`src/rtl/priority_arbiter_reg.sv`:
```
// priority_arbiter_reg: registered priority arbiter with a valid/ready grant stage and accept counter.
// Define RR_PRIORITY_EN for round-robin priority; default build uses fixed priority (highest index wins).
module priority_arbiter_reg #(
    parameter int N     = 8,
    parameter int CNT_W = 16,
    localparam int IDXW = (N > 1) ? $clog2(N) : 1
) (
    input  logic             clk,
    input  logic             rst_n,
    input  logic [N-1:0]     req,
    input  logic             out_ready,
    output logic             gnt_valid,
    output logic [IDXW-1:0]  gnt_idx,
    output logic [N-1:0]     gnt_onehot,
    output logic [CNT_W-1:0] gnt_count
);

    logic             gnt_valid_q, gnt_valid_d;
    logic [IDXW-1:0]  gnt_idx_q, gnt_idx_d;
    logic [N-1:0]     gnt_onehot_q, gnt_onehot_d;
    logic [CNT_W-1:0] gnt_count_q, gnt_count_d;
    logic             slot_free;
    logic             accept;
    logic [IDXW-1:0]  sel_idx;

    assign slot_free = !gnt_valid_q || out_ready;
    assign accept    = gnt_valid_q && out_ready;

`ifdef RR_PRIORITY_EN
    localparam logic [IDXW-1:0] PTR_TOP = IDXW'(N - 1);

    logic [IDXW-1:0] ptr_q, ptr_d;
    logic [IDXW-1:0] cand;
    logic            found;

    // The pointer advanced by this cycle's accept also steers the same-cycle load,
    // so back-to-back grants rotate instead of repeating the accepted index.
    always_comb begin
        ptr_d = ptr_q;
        if (accept) begin
            ptr_d = (gnt_idx_q == '0) ? PTR_TOP : gnt_idx_q - IDXW'(1);
        end
        sel_idx = '0;
        cand    = '0;
        found   = 1'b0;
        for (int unsigned off = 0; off < N; off++) begin
            if (32'(ptr_d) >= off) begin
                cand = IDXW'(32'(ptr_d) - off);
            end else begin
                cand = IDXW'(32'(ptr_d) + N - off);
            end
            if (!found && req[cand]) begin
                found   = 1'b1;
                sel_idx = cand;
            end
        end
    end

    always_ff @(posedge clk or negedge rst_n) begin
        if (!rst_n) begin
            ptr_q <= PTR_TOP;
        end else begin
            ptr_q <= ptr_d;
        end
    end
`else
    always_comb begin
        sel_idx = '0;
        for (int unsigned i = 0; i < N; i++) begin
            if (req[i]) begin
                sel_idx = IDXW'(i);
            end
        end
    end
`endif

    always_comb begin
        gnt_valid_d  = gnt_valid_q;
        gnt_idx_d    = gnt_idx_q;
        gnt_onehot_d = gnt_onehot_q;
        gnt_count_d  = gnt_count_q;
        if (accept) begin
            gnt_count_d = gnt_count_q + CNT_W'(1);
        end
        if (slot_free) begin
            if (|req) begin
                gnt_valid_d           = 1'b1;
                gnt_idx_d             = sel_idx;
                gnt_onehot_d          = '0;
                gnt_onehot_d[sel_idx] = 1'b1;
            end else begin
                gnt_valid_d  = 1'b0;
                gnt_idx_d    = '0;
                gnt_onehot_d = '0;
            end
        end
    end

    always_ff @(posedge clk or negedge rst_n) begin
        if (!rst_n) begin
            gnt_valid_q  <= 1'b0;
            gnt_idx_q    <= '0;
            gnt_onehot_q <= '0;
            gnt_count_q  <= '0;
        end else begin
            gnt_valid_q  <= gnt_valid_d;
            gnt_idx_q    <= gnt_idx_d;
            gnt_onehot_q <= gnt_onehot_d;
            gnt_count_q  <= gnt_count_d;
        end
    end

    assign gnt_valid  = gnt_valid_q;
    assign gnt_idx    = gnt_idx_q;
    assign gnt_onehot = gnt_onehot_q;
    assign gnt_count  = gnt_count_q;

endmodule

```
`config.mk`:
```
export PLATFORM = sky130hd
export DESIGN_NAME = priority_arbiter_reg
export DESIGN_NICKNAME = d
export VERILOG_FILES = /design/src/rtl/priority_arbiter_reg.sv
export SDC_FILE = /design/constraint.sdc
export NUM_CORES = 1
export LEC_CHECK = 0
export CAP_MARGIN = 10
export CORE_AREA = 2 2 56 58
export DETAILED_ROUTE_END_ITERATION = 10
export DIE_AREA = 0 0 58 60
export PLACE_DENSITY = 0.83
export SYNTH_ARGS = -nofsm -noshare
export SYNTH_HDL_FRONTEND = slang
export SYNTH_SLANG_ARGS = --single-unit
```
`constraint.sdc`:
```
create_clock -name clk -period 3.6 [get_ports clk]
set_input_delay 0.54 -clock clk [delete_from_list [all_inputs] [get_ports clk]]
set_output_delay 0.54 -clock clk [all_outputs]
set_load 0.01 [all_outputs]
```
==> out/metrics.cfg <==
[run_status]
status=completed

[worst_setup_path]
cp_cell_sequence=clkdlybuf4s50_1
slowest_stage=clkdlybuf4s50_1
r2r_end=gnt_count[14]
endpoint=gnt_count[4]
path_buf_inv=1
slowest_delay_ns=0.59
rr_worst_depth=4
regToRegSetupSlack_ns=2.28
cpLargestDelayFamily=buffers and inverters
crit_fanout=6
crit_start=gnt_count[4]
reg2reg_from=gnt_count[0]
start_kind=register
required_ns=3.06
crit_arrival_ns=1.41
path_class=reg -> out
cp.depth=1
crit_path_end_kind=output pin

[pwr]
p_per_area_nw_per_um2=452.2
leakage_nw=0.7289
p_sw_w=0.0002334
p_seq_share_pct=54.5
peakVddDrop_mv=0.3773
p_clk_share_pct=19.6
p_int_w=0.0005321
switching_share_pct=30.49
p_comb_share_pct=25.8

[detailed_routing]
drc=0
via_count=979
wl_per_cell_um=13.78
firstDrtPassIters=4
routed_via_density=5.180
ant_nets=0
routed_wl_mm=2.604
dr.first_iter.drc_count=27

[hold_path]
hold_path.class=reg -> reg

[place]
dp_cells=185
hpwl_mm=2.016
portBuffers=38
place_area_sq_um=1657
gp_congestion=0.8045

[floorplanning]
num_io_pins=39
start_util_pct=42.63
die_area_sq_um=3480
dieHeight_um=60
fp.coreArea_sq_um=2903
die_x_um=58
row_count=20

[global_routing]
grt_antenna_before_repair=0
track_usage_pct=17.28
overflow=0
grt_pass1_wl_mm=4.581
grt_pass1_vias=1048
grt_max_degree=29

[sta]
relSlewSlack_pct=62.80
setup_tns_ns=0
period_share_pct=54.29
final.setup_skew_ns=0.005601
fmax_ghz=0.5117
finalHoldViolations=0
fin_crit_ns=1.954
drv_slew=0
setup_viol=0
rsz0062_at_grt=false
whs_ns=0.4807
tightest_slew_ns=0.5568

[cells_and_area]
layout.nets=169
drive_above_1_share_pct=7.051
layout_commonest_cell=clkdlybuf4s50_1
areaGrowthSynthToFinish_pct=36.80
final_cell_mix=clkdlybuf4s50_1, dfrtp_1, nand2_1
antenna_cells=0
final_cell_count_no_fill=189
final_area_sq_um=1693
fillers=277

[cts]
clock_path_buffers=2
cts_made_buffers=3
insertion_delay_ns=0.32
cts_tree=done
path_clk_slew_ns=0.15
cts_root_buf=clkbuf_4
cts_setup_buffers=0
cts_max_level=1
clock_sinks=28
cts-resized-gates=0
hold_buffers=0

[run]
maxCapViolCount=0

[synthesis]
synth_area_sq_um=1237
yosysTopAreaCell=dfrtp_1
ys_warn_count=0
syn_inst=115
synth_top_area_share_pct=56.62
yosys.cell_types.count=27
syn-num-nets=127
synth.area.top_cells=dfrtp_1, xnor2_1, nand2_1, nand4_1, nand3_1
ys_seq_area_share_pct=56.62
synth.ff_latch_count=28
avgSynthCellArea_sq_um=10.76

[flip-flops by register name (all words and copies together) (netlist names)]
name,flops
gnt_count,16
gnt_valid,1
gnt_idx,3
gnt_onehot,8
[cells by family (layout without fill, tap and decap cells)]
group | Yosys count | in the layout | share of synthesized area [%]
AOI/OAI and AO/OA | 12 | 12 | 6.471
xor gates and xnor gates | 15 | 15 | 10.62
DFF | 28 | 28 | 56.62
and+or+nand+nor | 53 | 53 | 22.65
adders and majority gates | 1 | 1 | 1.011
muxes | 1 | 1 | 0.9099
buffers and inverters | 5 | 46 | 1.719
[power by group through the flow]
stage          Sequential [W]  Combinational, W  Clock, W
2_1_floorplan        0.000431         0.0000670         0
3_3_place_gp         0.000419          0.000193         0
3_5_place_dp         0.000422          0.000199         0
4_1_cts              0.000417          0.000201  0.000155
5_1_grt              0.000426          0.000216  0.000169
6_report             0.000417          0.000198  0.000150
[metrics by stage]
stage | utilization, % | power, W | setup WS (ns)
after floorplan | - | 0.0004981 | 2.295
after detailed placement | 57.07 | 0.0006208 | 1.671
after CTS | 58.32 | 0.0007727 | 1.638
final | 58.32 | 0.0007655 | 1.646
after global placement | 57.07 | 0.0006123 | 1.708
after global routing | 58.32 | 0.0008103 | 1.592
[cells in the mapped netlist, drive strengths merged]
cell type / count
a21oi: 2
a31oi: 1
and2: 2
and4: 1
buf: 2
dfrtp: 28
ha: 1
inv: 3
mux2: 1
nand2: 22
nand2b: 2
nand3: 6
nand4: 8
nand4b: 1
nor2: 9
nor2b: 1
nor3: 1
o21a: 1
o21ai: 3
o21ba: 1
o311ai: 1
o31ai: 3
xnor2: 14
xor2: 1
[worst register-to-register path: stages (launching register included)]
cell	delay (ns)
dfrtp_1	0.47
ha_1	0.22
and4_1	0.26
nand4_1	0.13
xnor2_1	0.14
[layer usage]
layer / track usage, % / part of all wire [%] / vias up
met5: 0 / 0 / -
met3: 3.463 / 5.4 / 2
li1: - / - / 479
met4: 5.316 / 0.15 / 0
met2: 31.98 / 51 / 32
met1: 20.08 / 44 / 466
[worst min-delay path by stage]
stage | startpoint | to | slack [ns] | cells after the start
3_5_place_dp | gnt_count[15] | gnt_count[15] | 0.46 | 1
2_1_floorplan | rst_n | gnt_count[0] | 0.24 | 0
5_1_grt | gnt_count[15] | gnt_count[15] | 0.51 | 1
3_3_place_gp | gnt_count[15] | gnt_count[15] | 0.46 | 1
4_1_cts | gnt_count[15] | gnt_count[15] | 0.49 | 1
6_report | gnt_count[15] | gnt_count[15] | 0.48 | 1
[layout make-up]
cell class                      instances  area [sq um]  area share, %
Tap cell                               33         41.29          2.439
Multi-Input combinational cell         82         515.5          30.45
Inverter                                3         11.26         0.6652
Sequential cell                        28         700.7          41.39
Timing Repair Buffer                   39         387.9          22.91
Clock buffer                            4         36.28          2.143
(Power assumes the default switching activity.)
